**config.mk**
```make
export PLATFORM = sky130hd
export DESIGN_NAME = wb_arbiter_flat
export DESIGN_NICKNAME = d
export VERILOG_FILES = /design/src/rtl/wb_arbiter_if.sv /design/src/rtl/wb_arbiter.sv /design/src/flat_wrapper.sv
export SDC_FILE = /design/constraint.sdc
export NUM_CORES = 1
export LEC_CHECK = 0
export CAP_MARGIN = 30
export CORE_MARGIN = 2
export CORE_UTILIZATION = 30
export DETAILED_ROUTE_END_ITERATION = 12
export SYNTH_ARGS = -nofsm -noshare
export SYNTH_HDL_FRONTEND = slang
export SYNTH_SLANG_ARGS = --single-unit
```
**constraint.sdc**
```tcl
create_clock -name clk -period 2.2 [get_ports clk]
set_clock_uncertainty 0.1 [all_clocks]
set_input_delay 0.22 -clock clk [delete_from_list [all_inputs] [get_ports clk]]
set_output_delay 0.22 -clock clk [all_outputs]
set_load 0.01 [all_outputs]
```
**src/rtl/wb_arbiter_if.sv**
```systemverilog
// Bus bundle for the write-back arbiter: ALU/load inputs, register-file
// write port, decode read addresses and the stall/occupancy outputs.
interface wb_arbiter_if #(
    parameter int AW = 2
);
    logic        AluValid;
    logic [4:0]  AluReg;
    logic [31:0] AluData;
    logic        LdIssue;
    logic [4:0]  LdIssueReg;
    logic        LdValid;
    logic [4:0]  LdReg;
    logic [31:0] LdData;
    logic        LdReady;
    logic [4:0]  ReadReg1;
    logic [4:0]  ReadReg2;
    logic        Stall;
    logic        RegWrite;
    logic [4:0]  WriteReg;
    logic [31:0] WriteData;
    logic [AW:0] BufCount;

    modport slave (
        input  AluValid, AluReg, AluData, LdIssue, LdIssueReg,
               LdValid, LdReg, LdData, ReadReg1, ReadReg2,
        output LdReady, Stall, RegWrite, WriteReg, WriteData, BufCount
    );

    modport master (
        output AluValid, AluReg, AluData, LdIssue, LdIssueReg,
               LdValid, LdReg, LdData, ReadReg1, ReadReg2,
        input  LdReady, Stall, RegWrite, WriteReg, WriteData, BufCount
    );
endinterface

```
**src/rtl/wb_arbiter.sv**
```systemverilog
// Write-back arbiter: owns the register-file write port, gives ALU results
// priority and queues load returns in a DEPTH-entry FIFO. A 32-bit busy
// scoreboard of outstanding loads drives the decode Stall.
// Optional: define WB_LOAD_BYPASS_EN to let a load returning into an empty
// FIFO with no ALU traffic go straight to the write port (one cycle sooner).
module wb_arbiter #(
    parameter int DEPTH = 4,
    parameter int AW    = 2
) (
    input  logic          clk,
    input  logic          reset,
    wb_arbiter_if.slave   bus
);
    typedef struct packed {
        logic [4:0]  rd;
        logic [31:0] data;
    } ld_ent_t;

    ld_ent_t      mem [DEPTH];
    ld_ent_t      head;
    logic [AW-1:0] rd_ptr, wr_ptr;
    logic [AW:0]  count;
    logic [31:0]  busy;
    logic [31:0]  clr_mask, set_mask;
    logic         empty, push, pop, byp;

    assign empty        = (count == '0);
    assign bus.LdReady  = (count < (AW+1)'(DEPTH));
    assign bus.BufCount = count;
    assign head         = mem[rd_ptr];

`ifdef WB_LOAD_BYPASS_EN
    assign byp = bus.LdValid & bus.LdReady & empty & ~bus.AluValid;
`else
    assign byp = 1'b0;
`endif

    // A bypassed load never enters the FIFO; LdValid while full is dropped.
    assign push = bus.LdValid & bus.LdReady & ~byp;
    assign pop  = ~bus.AluValid & ~empty;

    // Reg 0 is never tracked, so it can never stall decode.
    assign bus.Stall = ((bus.ReadReg1 != 5'd0) & busy[bus.ReadReg1])
                     | ((bus.ReadReg2 != 5'd0) & busy[bus.ReadReg2]);

    // FIFO storage needs no reset; validity is carried by count.
    always_ff @(posedge clk) begin
        if (push) mem[wr_ptr] <= '{rd: bus.LdReg, data: bus.LdData};
    end

    // FIFO pointers and occupancy; pointers wrap naturally at DEPTH.
    always_ff @(posedge clk or negedge reset) begin
        if (!reset) begin
            rd_ptr <= '0;
            wr_ptr <= '0;
            count  <= '0;
        end else begin
            if (push) wr_ptr <= wr_ptr + 1'b1;
            if (pop)  rd_ptr <= rd_ptr + 1'b1;
            case ({push, pop})
                2'b10:   count <= count + 1'b1;
                2'b01:   count <= count - 1'b1;
                default: count <= count;
            endcase
        end
    end

    // Scoreboard masks: a load leaving for the write port clears its bit,
    // a new issue sets one; set is applied last so it wins on a collision.
    always_comb begin
        clr_mask = '0;
        set_mask = '0;
        if (pop)      clr_mask[head.rd]   = 1'b1;
        else if (byp) clr_mask[bus.LdReg] = 1'b1;
        if (bus.LdIssue && bus.LdIssueReg != 5'd0) set_mask[bus.LdIssueReg] = 1'b1;
    end

    // Busy register for pending loads.
    always_ff @(posedge clk or negedge reset) begin
        if (!reset) busy <= '0;
        else        busy <= (busy & ~clr_mask) | set_mask;
    end

    // Registered write port: ALU first, then FIFO head (or bypassed load).
    // Address/data hold when idle; writes to reg 0 are suppressed.
    always_ff @(posedge clk or negedge reset) begin
        if (!reset) begin
            bus.RegWrite  <= 1'b0;
            bus.WriteReg  <= '0;
            bus.WriteData <= '0;
        end else if (bus.AluValid) begin
            bus.RegWrite  <= (bus.AluReg != 5'd0);
            bus.WriteReg  <= bus.AluReg;
            bus.WriteData <= bus.AluData;
        end else if (pop) begin
            bus.RegWrite  <= (head.rd != 5'd0);
            bus.WriteReg  <= head.rd;
            bus.WriteData <= head.data;
        end else if (byp) begin
            bus.RegWrite  <= (bus.LdReg != 5'd0);
            bus.WriteReg  <= bus.LdReg;
            bus.WriteData <= bus.LdData;
        end else begin
            bus.RegWrite  <= 1'b0;
        end
    end
endmodule
```
**src/flat_wrapper.sv**
```systemverilog
// flat-port wrapper written by rule: the top's interface ports become plain ports
module wb_arbiter_flat 
#(
    parameter int DEPTH = 4,
    parameter int AW    = 2
)
  (clk, reset, bus_AluValid, bus_AluReg, bus_AluData, bus_LdIssue, bus_LdIssueReg, bus_LdValid, bus_LdReg, bus_LdData, bus_ReadReg1, bus_ReadReg2, bus_LdReady, bus_Stall, bus_RegWrite, bus_WriteReg, bus_WriteData, bus_BufCount);
  wb_arbiter_if #(.AW(AW)) bus_i ();
  input  logic clk;
  input  logic reset;
  input wire logic [$bits(bus_i.AluValid)-1:0] bus_AluValid;
  input wire logic [$bits(bus_i.AluReg)-1:0] bus_AluReg;
  input wire logic [$bits(bus_i.AluData)-1:0] bus_AluData;
  input wire logic [$bits(bus_i.LdIssue)-1:0] bus_LdIssue;
  input wire logic [$bits(bus_i.LdIssueReg)-1:0] bus_LdIssueReg;
  input wire logic [$bits(bus_i.LdValid)-1:0] bus_LdValid;
  input wire logic [$bits(bus_i.LdReg)-1:0] bus_LdReg;
  input wire logic [$bits(bus_i.LdData)-1:0] bus_LdData;
  input wire logic [$bits(bus_i.ReadReg1)-1:0] bus_ReadReg1;
  input wire logic [$bits(bus_i.ReadReg2)-1:0] bus_ReadReg2;
  output wire logic [$bits(bus_i.LdReady)-1:0] bus_LdReady;
  output wire logic [$bits(bus_i.Stall)-1:0] bus_Stall;
  output wire logic [$bits(bus_i.RegWrite)-1:0] bus_RegWrite;
  output wire logic [$bits(bus_i.WriteReg)-1:0] bus_WriteReg;
  output wire logic [$bits(bus_i.WriteData)-1:0] bus_WriteData;
  output wire logic [$bits(bus_i.BufCount)-1:0] bus_BufCount;
  assign bus_i.AluValid = bus_AluValid;
  assign bus_i.AluReg = bus_AluReg;
  assign bus_i.AluData = bus_AluData;
  assign bus_i.LdIssue = bus_LdIssue;
  assign bus_i.LdIssueReg = bus_LdIssueReg;
  assign bus_i.LdValid = bus_LdValid;
  assign bus_i.LdReg = bus_LdReg;
  assign bus_i.LdData = bus_LdData;
  assign bus_i.ReadReg1 = bus_ReadReg1;
  assign bus_i.ReadReg2 = bus_ReadReg2;
  assign bus_LdReady = bus_i.LdReady;
  assign bus_Stall = bus_i.Stall;
  assign bus_RegWrite = bus_i.RegWrite;
  assign bus_WriteReg = bus_i.WriteReg;
  assign bus_WriteData = bus_i.WriteData;
  assign bus_BufCount = bus_i.BufCount;
  wb_arbiter #(.DEPTH(DEPTH), .AW(AW)) u_core (.clk(clk), .reset(reset), .bus(bus_i));
endmodule
```
* Yosys cells after proc, flatten, opt, wreduce, memory -nomap -nowiden *
Memories as Yosys holds them, arrays and structs flattened.
Cells that the tools add are included.

word-level totals
  register bits = 77
  memory bits (writable) = 148
  input port bits = 94
  memories kept = 1

memories
  memory      depth  width  rd ports  clocked after memory_dff  write ports  line              text
  u_core.mem  4      37     1         0                         1            wb_arbiter.sv:19  ld_ent_t mem [DEPTH];

operators by class
  $add $sub $neg = 4
  magnitude comparators = 7
  equality and inequality tests = 2
  mux-type cells = 19
  bitwise operators = 10
  reduce and logical (&&, ||, !) cells = 11

operators by type and width
  operator               number
  $mux W32               4
  $and A32 B32 Y32       1
  $not A32 Y32           1
  $or A32 B32 Y32        1
  $reduce_bool A5 Y1     5
  $lt A5 B6 Y1 const B   4
  $bmux W1 S5            2
  $demux W1 S5           2
  $ge A5 B1 Y1 const B   2
  $mux W5                2
  $mux W1                8
  $pmux W3 S2            1
  $add A2 B1 Y2 const B  2
  $and A1 B1 Y1          4
  $reduce_bool A2 Y1     2
  $add A3 B1 Y3 const B  1
  $logic_and A1 B1 Y1    3
  $logic_not A3 Y1       1
  $lt A3 B3 Y1 const B   1
  $sub A3 B1 Y3 const B  1
  $eq A2 B1 Y1 const B   1
  $eq A2 B2 Y1 const B   1
  $not A1 Y1             2
  $or A1 B1 Y1           1

* Longest topological paths before layout *
Gate-level depths: netlist of run 1.
An unclocked memory read counts as a cell.

  word-level depth = 9
  gate-level depth with buffers = 9

* Worst setup path after synthesis of run 1 *
No wires, ideal clock.

  kind = register to register
  start point = register u_core.count[2] (netlist: u_core.bus.BufCount[2])
  end point = memory u_core.mem[0][0] in the netlist's numbering (enable)
  setup time = 0.398 ns
  data arrival time = 1.716 ns
  required time = 1.702 ns
  path slack = -0.014 ns
  stages on the path, launching flop included = 4
  clock period less this slack = 2.214 ns
  cell sequence = dfrtp_1 nor2b_1 clkbuf_1 and2_1

between the ends
  cells in the longest elaborated chain, start to end = 4

ends and longest elaborated chain
  what                           line              text
  start: declaration             wb_arbiter.sv:22  logic [AW:0] count;
  start signal: assignment       wb_arbiter.sv:61  2'b10: count <= count + 1'b1;
  start signal: assignment       wb_arbiter.sv:62  2'b01: count <= count - 1'b1;
  start signal: assignment       wb_arbiter.sv:63  default: count <= count;
  $lt A3 B3 Y1                   wb_arbiter.sv:28  assign bus.LdReady = (count < (AW+1)'(DEPTH));
  $and A1 B1 Y1                  wb_arbiter.sv:39  assign push = bus.LdValid & bus.LdReady & ~byp;
  $mux W1                        wb_arbiter.sv:48  if (push) mem[wr_ptr] <= '{rd: bus.LdReg, data: bus.LdData};
  $mux W1 (implied by the code)  wb_arbiter.sv:48
  end: declaration               wb_arbiter.sv:19

Every way passes these cells.

* Worst setup path after layout of run 1 *
  start point = register u_core.busy[19]
  end point = output port bus_Stall

between the ends
  cells in the longest elaborated chain, start to end = 4

ends and longest elaborated chain
  what                                     line                                text
  start: declaration                       wb_arbiter.sv:23                    logic [31:0] busy;
  start signal: assignment                 wb_arbiter.sv:81                    else busy <= (busy & ~clr_mask) | set_mask;
  $bmux W1 S5, on equally long branches    wb_arbiter.sv:43, wb_arbiter.sv:44
  $mux W1, on equally long branches        wb_arbiter.sv:43, wb_arbiter.sv:44
  $and A1 B1 Y1, on equally long branches  wb_arbiter.sv:43, wb_arbiter.sv:44
  $or A1 B1 Y1 *                           wb_arbiter.sv:44                    | ((bus.ReadReg2 != 5'd0) & busy[bus.ReadReg2]);
  end: declaration                         flat_wrapper.sv:22                  output wire logic [$bits(bus_i.Stall)-1:0] bus_Stall;

Mark *: on every way between the ends. The rest lies on a longest branch, timed or not. The select of a mux whose other input is x is not followed.

==> Implementation_results.wiki, run 1 <==
{| class="wikitable"
! Metric !! Value
|-
| Count of yosys warnings during synthesis || 0
|-
| Final critical delay including setup and external delays || roughly 2400 ps
|-
| H-Tree Level Count || 1
|-
| Width of the die || between 150 and 200 um
|-
| Most used cells in the layout excluding fill and tap cells || edfxtp_1, clkdlybuf4s50_1, o21ai_0, dfrtp_1, nand2_1
|-
| Placement Cell Area || between 10000 and 15000 sq um
|-
| Crit path largest cell delay || between 400 and 500 ps
|-
| Fin crit share || 109%
|-
| Final-report setup violation count || 1
|-
| Arrival time at the worst endpoint || approximately 2100 ps
|-
| Vias in the first global route || just under 6000
|-
| Highest-utilization routing layer at the global route stage || met2
|-
| Most common library cell in the layout ignoring fill and taps || edfxtp_1
|-
| Initial DRC count || about 480
|-
| Hold violation total from the final report || 0
|-
| Main flop type after synthesis || edfxtp_1
|-
| Met1 Use GR || 18.2%
|-
| Violated checks || setup timing
|-
| Core Util, Final || between 40% and 50%
|-
| Number of input and output port buffers inserted || between 100 and 150
|-
| Delay-heaviest family, CP || compound AO/OA/AOI/OAI gates
|-
| Required time at the worst-slack endpoint || 1880 ps
|-
| Full die area || 32500 sq um
|-
| Class of the tightest hold or removal check || in -> async
|-
| Static Leak || 4.45 nW
|-
| Area growth, synth to finish || 33.2%
|-
| Synth Area in Adders || less than 1%
|-
| First-pass GRT wire length || roughly 35000 um
|-
| Vias || just under 6000
|-
| Parity-gate share of the synthesized area counting xor and xnor cells || less than 1%
|-
| Total non-filler cell area in the finished layout || around 12000 sq um
|-
| FFs w/ async S/R, synth || between 30% and 40%
|-
| Mean routed wirelength per cell || about 19 um
|-
| Count of flip-flops with a built-in enable after synthesis || between 100 and 150
|-
| Startpoint class of the critical path || register
|-
| Sort of element at the end of the critical path || output pin
|-
| Global routing usage on met2 || 22.2%
|-
| Gr usage total || between 10% and 20%
|-
| DRT Pass-1 Iters || 6
|-
| Mean post-synth cell area || approximately 16 sq um
|-
| Share of synthesized area occupied by flip-flops and latches || between 60 and 70%
|-
| Share of synthesized cell area in and, or, nand and nor gates || approximately 5.5%
|-
| Fraction of the mapped netlist area in compound gates || approximately 7.4%
|-
| Clk_lat worst skew || approximately 520 ps
|-
| Number of distinct library cells after synthesis || 47
|-
| Post-layout net count || 875
|-
| Clk slew on worst S/H paths || ~60 ps
|-
| Power density relative to cell area || between 1000 and 1500 nW/um^2
|-
| Number of buffers created by CTS || 25
|-
| Combinational share of power || approximately a third
|-
| Critical-path cell with the highest stage delay || dfrtp_1
|-
| Syn Std Cell Area || between 9000 and 10000 sq um
|-
| Number of pins exceeding their max-slew limit in the final report || 0
|-
| Via-to-Cell Ratio || 4.89
|-
| FF+latch count, synth || ~220
|-
| Root buffer cell || clkbuf_16
|-
| Post-detailed-route DRC marker count || 0
|-
| # clock sinks || around 220
|-
| List of cells traversed by the critical path || mux2i_1, o32ai_1, o41ai_1, o311a_1, nand4_1, buf_2
|-
| MaxCap Viol Count || 0
|-
| HPWL after DPL || roughly 15000 um
|-
| Gate count of the mapped netlist || just under 600
|-
| Total number of placement rows || 64
|-
| TritonCTS clock tree || built
|-
| Max Fclk || between 400 and 500 MHz
|-
| Area inside the core boundary || 30600 sq um
|-
| Worst voltage drop across the vdd grid || 0.671 mV
|-
| Combinational family with the most area after synthesis || multiplexers
|-
| Crit path max fanout || 3
|-
| Outcome || finished, violations left
|-
| Routability congestion estimate || approximately 0.83
|-
| Grt ovf || 0
|-
| Class of the most critical setup path || reg -> out
|-
| Power dissipated by switching net loads || 4.53 mW
|-
| Switching share of power || 30.1%
|-
| Tightest slew margin relative to the limit || ~67%
|-
| RSZ-0062 raised after global routing || true
|-
| Routed Wire Length || roughly 22000 um
|-
| Buffers from clock root to sink, at most || 3
|-
| Maximum number of pins on one net before global-route repair || 70
|-
| Routed Antenna Nets || 0
|-
| Mux cell area share after synthesis || between 15 and 20%
|-
| Starting density of the core || between 30% and 40%
|-
| Number of primary I/O pins || between 100 and 150
|-
| Met3 track demand over resource || under 10%
|-
| Sequential group share of total power || about two fifths
|-
| Setup slack of the critical path after layout || -201 ps
|-
| Die Y-Extent || about 180 um
|-
| Part of the power in the clock network || about 27%
|-
| Initial antenna violation count || 3
|-
| Cell internal pwr || between 10 and 15 mW
|-
| Slew at the pin closest to its max-slew limit || 492 ps
|-
| Post-synth net total || approximately 690
|-
| Share of layout cells above drive strength 1 || 19.0%
|-
| Buffers plus inverters on the worst setup path || 1
|}
[metrics by stage]
step / setup WS, ps / hold WS [ps] / cells / setup TNS (ps) / total power [mW]
CTS: -224 / 111 / 1188 / -224 / 15.2
detailed placement: -569 / 118 / 1141 / -569 / 11.1
global route: -309 / 133 / 1190 / -319 / 15.9
global placement: -570 / 118 / 1141 / -570 / 11.0
finish: -201 / 113 / 1192 / -201 / 15.0
floorplan: 69.2 / -176 / 591 / 0 / 8.70
[power groups by stage]
stage | combinational [mW] | sequential [mW] | clock [mW]
final | 4.75 | 6.22 | 4.07
after global routing | 5.21 | 6.33 | 4.38
after CTS | 4.78 | 6.23 | 4.21
after detailed placement | 4.77 | 6.31 | 0
after global placement | 4.72 | 6.30 | 0
after floorplan | 2.48 | 6.22 | 0
[timing repair]
item	4_1_cts	5_1_grt
pin swaps	3	3
hold buffers	1	0
resized for setup	4	5
endpoints found under the setup margin	1	18
buffers inserted	0	2
hold endpoints to repair	41	0
[metal layers]
layer,wire (um),vias to the layer above
met5,13,-
met1,9710,2934
met2,10600,202
met3,1750,26
li1,-,2661
met4,294,2
[flip-flops by register name, indices dropped and copies added, names as in the netlist]
signal,flops
u_core.wr_ptr,2
u_core.busy,31
u_core.bus.WriteData,32
u_core.mem,148
u_core.bus.RegWrite,1
u_core.rd_ptr,2
u_core.bus.BufCount,3
u_core.bus.WriteReg,5
[path summary, 6_finish.rpt]
kind | from | to | slack, ps | depth (start not counted)
hold reg to reg | u_core.bus.WriteData[30] | u_core.bus.WriteData[30] | 380 | 2
setup reg to reg | u_core.rd_ptr[0] | u_core.bus.RegWrite | 110 | 5
setup / recovery | u_core.busy[19] | bus_Stall | -200 | 6
hold / removal | reset | u_core.busy[27] | 110 | 2
min in group clk | bus_AluValid | u_core.bus.RegWrite | 150 | 4
max in group asynchronous | reset | u_core.rd_ptr[1] | 1230 | 3
[logic make-up after synthesis]
kind of cell,count (synthesis)
xor+xnor,6
buf+inv,43
flops,224
mux,92
fa+ha+maj,6
simple gates,100
compound gates,120
[final cells by class]
cell class	count	area, sq um
Antenna cell	2	5.00
Clock buffer	31	678
Clock inverter	15	138
Fill cell	2825	18200
Inverter	14	52.6
Multi-Input combinational cell	324	2840
Sequential cell	224	6350
Tap cell	396	495
Timing Repair Buffer	186	1880
[synthesized netlist by cell type (2+ instances only)]
library cell  number  area (sq um)
dfrtp_1           76          1900
nand2b_1           8          50.1
buf_1              5          18.8
xnor2_1            4          35.0
nand3_1            6          30.0
o21ai_0           93           465
inv_1             14          52.6
a2111oi_0          3          26.3
or3_1              2          12.5
o21ai_1            4          20.0
clkbuf_1          15          56.3
or4_1              2          15.0
a31oi_1            2          12.5
nand4_1            2          12.5
edfxtp_1         148          4440
nor2_1             5          18.8
xor2_1             2          17.5
and2_1             4          25.0
nand3b_1           4          30.0
mux4_2            40           901
nor3_1             3          15.0
o32ai_1            3          26.3
mux2_2             3          33.8
mux4_1             3          78.8
a222oi_1           4          40.0
or3b_2             2          17.5
buf_2              8          40.0
nor2b_1           10          62.6
mux2i_1           46           460
ha_1               5          62.6
nand2_1           48           180
a211oi_1           2          15.0
No activity file was read; power rests on OpenSTA's default activity.
==> run 2, diff against run 1 <==
--- a/config.mk
+++ b/config.mk
@@ -9,6 +9,7 @@
 export CORE_MARGIN = 2
 export CORE_UTILIZATION = 30
 export DETAILED_ROUTE_END_ITERATION = 12
+export REMOVE_ABC_BUFFERS = 1
 export SYNTH_ARGS = -nofsm -noshare
 export SYNTH_HDL_FRONTEND = slang
 export SYNTH_SLANG_ARGS = --single-unit
==> run 2 against run 1 <==
Compared with the run above:
- the flow still finishes with violations (setup timing)
- clock power increased by 2%
- sequential power decreased by 0.6%
- first-iteration DRC count decreased by 28%
- global-route usage about the same
- non-clock buffer count decreased by 3
- die area unchanged
- wire length decreased by 1.1%
- via count decreased by 1.5%
- cell count decreased by 0.50%
- largest cell class unchanged
==> Implementation_results.wiki, run 2 (synthesis results as in run 1) <==
{| class="wikitable"
! Metric !! Value
|-
| Outcome || finished, violations left (unchanged)
|-
| Violated checks || setup timing (unchanged)
|-
| Register name with the most flops || u_core.mem (unchanged)
|-
| Smallest hold slack || 116 ps (was 113 ps)
|-
| Fillers || 2854 (was 2825)
|-
| Total non-filler cell area in the finished layout || 12400 sq um (about the same)
|-
| Tightest slew margin relative to the limit || 69.9% (was 67.2%)
|-
| Delay-heaviest family, CP || flip-flops (was compound AO/OA/AOI/OAI gates)
|-
| Required time at the worst-slack endpoint || 1880 ps (about the same)
|-
| # clock sinks || 224 (unchanged)
|-
| Registers with the most flip-flops || u_core.mem (148), u_core.bus.WriteData (32), u_core.busy (31) (unchanged)
|-
| Instance count after placement with tap cells included || 1140 (was 1141)
|-
| Buffers plus inverters on the worst setup path || 1 (unchanged)
|-
| Routed Wire Length || 22100 um (was 22300 um)
|-
| Max layer used || met4 (was met5)
|-
| Slew at the pin closest to its max-slew limit || 451 ps (was 492 ps)
|-
| Crit path largest cell delay || 420 ps (about the same)
|-
| Post-route total power || 15.0 mW (about the same)
|-
| Share of layout cells above drive strength 1 || 18.0% (was 19.0%)
|-
| Post-layout net count || 871 (was 875)
|-
| Critical-path cell with the highest stage delay || dfrtp_1 (unchanged)
|-
| Clk_lat worst skew || 500 ps (was 520 ps)
|-
| First-pass GRT wire length || 34800 um (was 34700 um)
|-
| Most used cells in the layout excluding fill and tap cells || edfxtp_1, clkdlybuf4s50_1, o21ai_0, dfrtp_1, nand2_1 (unchanged)
|-
| Static Leak || 4.44 nW (was 4.45 nW)
|-
| Crit path max fanout || 3 (unchanged)
|-
| MaxCap Viol Count || 0 (unchanged)
|-
| Worst Setup Slack post-DPL || -553 ps (was -569 ps)
|-
| Area growth, synth to finish || 32.8% (was 33.2%)
|-
| Width of the die || 180 um (unchanged)
|-
| Number of primary I/O pins || 137 (unchanged)
|-
| Starting density of the core || 30.5% (unchanged)
|-
| Max Fclk || 422 MHz (was 417 MHz)
|-
| TritonCTS clock tree || built (unchanged)
|-
| Via-to-Cell Ratio || 4.84 (was 4.89)
|-
| Met1 wire length || 9660 um (was 9710 um)
|-
| Class of the tightest hold or removal check || in -> async (unchanged)
|-
| Area inside the core boundary || 30600 sq um (unchanged)
|-
| List of cells traversed by the critical path || mux2_4, or3_1, o211ai_1, o311a_1, nand4_1, buf_2 (was mux2i_1, o32ai_1, o41ai_1, o311a_1, nand4_1, buf_2)
|-
| Placement Cell Area || 11500 sq um (was 11600 sq um)
|-
| Final-report setup violation count || 1 (unchanged)
|-
| Sort of element at the end of the critical path || output pin (unchanged)
|-
| H-Tree Level Count || 1 (unchanged)
|-
| Setup slack of the critical path after layout || -172 ps (was -201 ps)
|-
| Fin cells || 1186 (was 1192)
|-
| RSZ-0062 raised after global routing || true (unchanged)
|-
| Area taken by multi-input logic gates || 2840 sq um (unchanged)
|-
| Vias || 5735 (was 5825)
|-
| Routed Antenna Nets || 0 (unchanged)
|-
| Gr usage total || 13.6% (about the same)
|-
| Routability congestion estimate || 0.874 (was 0.831)
|-
| Initial DRC count || 346 (was 483)
|-
| Arrival time at the worst endpoint || 2050 ps (was 2080 ps)
|-
| Hold violation total from the final report || 0 (unchanged)
|-
| Number of buffers created by CTS || 24 (was 25)
|-
| Startpoint class of the critical path || register (unchanged)
|-
| Initial antenna violation count || 1 (was 3)
|-
| Mean routed wirelength per cell || 18.6 um (was 18.7 um)
|-
| HPWL after DPL || 15400 um (about the same)
|-
| Number of input and output port buffers inserted || 136 (unchanged)
|-
| Full die area || 32500 sq um (unchanged)
|-
| Most common library cell in the layout ignoring fill and taps || edfxtp_1 (unchanged)
|-
| Root buffer cell || clkbuf_16 (unchanged)
|-
| Class of the most critical setup path || reg -> out (unchanged)
|-
| Setup tns final || -172 ps (was -201 ps)
|-
| Post-detailed-route DRC marker count || 0 (unchanged)
|-
| Maximum number of pins on one net before global-route repair || 39 (was 70)
|-
| Register area || 6350 sq um (about the same)
|-
| Number of pins exceeding their max-slew limit in the final report || 0 (unchanged)
|-
| Length of routed met2 wiring || 10300 um (was 10600 um)
|-
| Total met3 wirelength after detailed routing || 1690 um (was 1750 um)
|-
| DRT Pass-1 Iters || 5 (was 6)
|-
| Buffers from clock root to sink, at most || 3 (unchanged)
|-
| Die Y-Extent || 180 um (unchanged)
|-
| Number of flip-flops under the largest register name || 148 (unchanged)
|-
| Worst voltage drop across the vdd grid || 0.671 mV (about the same)
|-
| Vias in the first global route || 5898 (was 5954)
|-
| Core Util, Final || 40.5% (was 40.6%)
|-
| Final critical delay including setup and external delays || 2370 ps (was 2400 ps)
|-
| Power density relative to cell area || 1210 nW/um^2 (about the same)
|-
| Total number of placement rows || 64 (unchanged)
|-
| Clk slew on worst S/H paths || 60 ps (about the same)
|-
| Number of post-CTS setup repair buffers || 0 (unchanged)
|-
| Fin crit share || 108% (was 109%)
|-
| Grt ovf || 0 (unchanged)
|}
## run 2: changes by cell type in the layout (fill, tap and decap cells not counted), moves of 2 or more
cell	delta
clkbuf_8	-3
clkbuf_1	+2
clkinv_2	-3
buf_12	-2
bufinv_16	+2
## run 2: final cells by class
class                           count  area share [%]
Antenna cell                        1          0.0202
Sequential cell                   224            51.3
Multi-Input combinational cell    324            22.9
Clock inverter                     14            1.44
Clock buffer                       30            5.20
Timing Repair Buffer              183            14.8
Tap cell                          396            4.00
Inverter                           14           0.424
## run 2: final timing paths
check / from / to / slack (ps) / cells after the start
max in group asynchronous: reset / u_core.bus.WriteData[6] / 1260 / 3
worst max-delay path: u_core.busy[30] / bus_Stall / -170 / 6
worst max register to register: u_core.rd_ptr[0] / u_core.bus.RegWrite / 150 / 4
worst min register to register: u_core.bus.WriteData[30] / u_core.bus.WriteData[30] / 380 / 2
worst min-delay path: reset / u_core.busy[25] / 120 / 2
min in group clk: bus_AluValid / u_core.bus.RegWrite / 130 / 4
## run 2: metal layers
metal | global-route usage [%] | up-vias
li1 | - | 2660
met2 | 21.8 | 183
met3 | 3.72 | 29
met5 | 0 | -
met4 | 2.90 | 0
met1 | 18.6 | 2863
## run 2: power breakdown
part	switching, mW	internal, mW	leakage (nW)
Combinational	2.21	2.46	1.79
Clock	1.60	2.55	0.398
Sequential	0.592	5.59	2.25
## run 2: timing repair
item,CTS,global route
endpoints found under the setup margin,1,12
hold endpoints to repair,71,0
hold buffers,1,0
pin swaps,0,0
gates resized for setup,6,4
==> run 3, diff against run 2 <==
--- a/config.mk
+++ b/config.mk
@@ -9,6 +9,9 @@
 export CORE_MARGIN = 2
 export CORE_UTILIZATION = 30
 export DETAILED_ROUTE_END_ITERATION = 12
+export GPL_ROUTABILITY_DRIVEN = 0
+export HOLD_SLACK_MARGIN = 0.12
+export MAX_ROUTING_LAYER = met4
 export REMOVE_ABC_BUFFERS = 1
 export SYNTH_ARGS = -nofsm -noshare
 export SYNTH_HDL_FRONTEND = slang
==> run 3 against run 2 <==
Compared with the run above:
- the run still ends with setup timing left
- die area unchanged
- first-iteration DRC count increased by 1.4%
- wire length increased by 0.65%
- global-route usage increased by 0.48 points
- sequential power about the same
- sequential share of layout area decreased by 0.12 points
- worst hold slack improved by 68 ps
- maximum frequency about the same
- critical endpoint unchanged
- largest power group unchanged
==> Implementation_results.wiki, run 3 (synthesis results as in run 1) <==
{| class="wikitable"
! Metric !! Value
|-
| Outcome || finished, violations left (unchanged)
|-
| Violated checks || setup timing (unchanged)
|-
| Fin crit share || 108% (about the same)
|-
| H-Tree Level Count || 1 (unchanged)
|-
| Setup slack of the critical path after layout || -172 ps (about the same)
|-
| Vias in the first global route || 5939 (was 5898)
|-
| Number of pins exceeding their max-slew limit in the final report || 0 (unchanged)
|-
| Sort of element at the end of the critical path || output pin (unchanged)
|-
| RSZ-0062 raised after global routing || true (unchanged)
|-
| DRT Pass-1 Iters || 5 (unchanged)
|-
| Power density relative to cell area || 1210 nW/um^2 (about the same)
|-
| Registers with the most flip-flops || u_core.mem (148), u_core.bus.WriteData (32), u_core.busy (31) (unchanged)
|-
| Die Y-Extent || 180 um (unchanged)
|-
| Launching element of the worst setup path || u_core.busy[30] (unchanged)
|-
| List of cells traversed by the critical path || mux2_4, or3_1, o211ai_1, o311a_1, nand4_1, buf_2 (unchanged)
|-
| Starting density of the core || 30.5% (unchanged)
|-
| Slew at the pin closest to its max-slew limit || 805 ps (was 451 ps)
|-
| Class of the most critical setup path || reg -> out (unchanged)
|-
| Via-to-Cell Ratio || 4.84 (about the same)
|-
| MaxCap Viol Count || 0 (unchanged)
|-
| Core Util, Final || 40.6% (was 40.5%)
|-
| # clock sinks || 224 (unchanged)
|-
| Final-report setup violation count || 1 (unchanged)
|-
| Instance count after placement with tap cells included || 1140 (unchanged)
|-
| Delay-heaviest family, CP || flip-flops (unchanged)
|-
| Routed Antenna Nets || 0 (unchanged)
|-
| Required time at the worst-slack endpoint || 1880 ps (about the same)
|-
| Buffers from clock root to sink, at most || 3 (unchanged)
|-
| Final critical delay including setup and external delays || 2370 ps (about the same)
|-
| Full die area || 32500 sq um (unchanged)
|-
| Smallest hold slack || 185 ps (was 116 ps)
|-
| Launch instance of the worst register-to-register path || u_core.rd_ptr[0] (unchanged)
|-
| Arrival time at the worst endpoint || 2050 ps (about the same)
|-
| Gr usage total || 14.1% (was 13.6%)
|-
| HPWL after DPL || 15400 um (unchanged)
|-
| Number of flip-flops under the largest register name || 148 (unchanged)
|-
| Width of the die || 180 um (unchanged)
|-
| Number of primary I/O pins || 137 (unchanged)
|-
| Root buffer cell || clkbuf_16 (unchanged)
|-
| Clk_lat worst skew || 500 ps (about the same)
|-
| Tightest slew margin relative to the limit || 46.1% (was 69.9%)
|-
| Maximum number of pins on one net before global-route repair || 39 (unchanged)
|-
| Startpoint class of the critical path || register (unchanged)
|-
| Buffers plus inverters on the worst setup path || 1 (unchanged)
|-
| Number of buffers created by CTS || 24 (unchanged)
|-
| Reg-to-Reg End || u_core.bus.RegWrite (unchanged)
|-
| Post-detailed-route DRC marker count || 0 (unchanged)
|-
| Post-layout net count || 874 (was 871)
|-
| Setup tns final || -172 ps (about the same)
|-
| Number of input and output port buffers inserted || 136 (unchanged)
|-
| Most common library cell in the layout ignoring fill and taps || edfxtp_1 (unchanged)
|-
| Stages on the worst setup path || 6 (unchanged)
|-
| TritonCTS clock tree || built (unchanged)
|-
| Clk slew on worst S/H paths || 60 ps (about the same)
|-
| Crit path largest cell delay || 420 ps (about the same)
|-
| Last element of the critical path || bus_Stall (unchanged)
|-
| Share of layout cells above drive strength 1 || 17.9% (was 18.0%)
|-
| Worst reg2reg path depth || 4 (unchanged)
|-
| Fin cells || 1189 (was 1186)
|-
| Register-to-register path setup slack || 160 ps (was 150 ps)
|-
| First-pass GRT wire length || 35000 um (was 34800 um)
|-
| Grt ovf || 0 (unchanged)
|-
| Worst voltage drop across the vdd grid || 0.671 mV (about the same)
|-
| Static Leak || 4.45 nW (was 4.44 nW)
|-
| Vias || 5760 (was 5735)
|-
| Total number of placement rows || 64 (unchanged)
|-
| Class of the tightest hold or removal check || in -> async (unchanged)
|-
| Initial antenna violation count || 1 (unchanged)
|-
| Register name with the most flops || u_core.mem (unchanged)
|-
| Mean routed wirelength per cell || 18.7 um (was 18.6 um)
|-
| Crit path max fanout || 3 (unchanged)
|-
| Critical-path cell with the highest stage delay || dfrtp_1 (unchanged)
|-
| Most used cells in the layout excluding fill and tap cells || edfxtp_1, clkdlybuf4s50_1, o21ai_0, dfrtp_1, nand2_1 (unchanged)
|-
| Area inside the core boundary || 30600 sq um (unchanged)
|-
| Worst Setup Slack post-DPL || -553 ps (unchanged)
|-
| Routed Wire Length || 22200 um (was 22100 um)
|-
| Hold violation total from the final report || 0 (unchanged)
|-
| Area growth, synth to finish || 33.1% (was 32.8%)
|-
| Initial DRC count || 351 (was 346)
|-
| Max Fclk || 422 MHz (about the same)
|}
[run 3: changes by cell type in the layout (fill, tap and decap cells not counted), sizes merged]
cell and delta:
dlygate4sd3 +3
[run 3: metal layers]
layer	track usage (%)	vias up	part of all wire (%)
li1	-	2669	-
met3	3.56	27	7.0
met1	18.8	2883	45
met5	-	-	0
met2	21.9	181	47
met4	2.90	0	1.7
[run 3: layout make-up]
class	instances	area, sq um
multi-input combinational	324	2840
clock buffer	30	644
fill	2849	18200
tap	396	495
inverter	14	52.6
clock inverter	14	179
timing repair buffer	186	1860
antenna	1	2.50
sequential	224	6350
[run 3: worst reg2reg max path, cell delays in order, from the launching register on]
cell     delay (ps)
dfrtp_4         480
mux4_1          610
or3_4           450
o31ai_2         200
nand2_1          80
[run 3: metrics by stage]
step	power [mW]	cell area, sq um
2_1_floorplan	8.63	9210
4_1_cts	15.2	12400
3_5_place_dp	11.0	11500
5_1_grt	15.9	12400
3_3_place_gp	10.9	11500
6_report	15.0	12400
[run 3: worst min-delay path by stage]
stage	startpoint	endpoint	slack (ps)	depth (start not counted)
2_1_floorplan	reset	u_core.bus.BufCount[0]	-180	0
3_3_place_gp	reset	u_core.busy[26]	100	1
3_5_place_dp	reset	u_core.busy[26]	100	1
4_1_cts	reset	u_core.busy[19]	180	3
5_1_grt	reset	u_core.busy[19]	220	3
6_report	reset	u_core.busy[19]	180	3
[run 3: where the power goes]
group | internal (mW) | switching, mW | total (mW)
Clock | 2.55 | 1.60 | 4.16
Combinational | 2.46 | 2.21 | 4.67
Sequential | 5.59 | 0.595 | 6.19
[run 3: what timing repair did]
item | CTS | global route
hold buffers | 4 | 0
gates cloned | 0 | 0
setup buffers | 0 | 0
endpoints found under the hold margin | 77 | 0
setup endpoints to repair | 1 | 12
resized for setup | 6 | 4
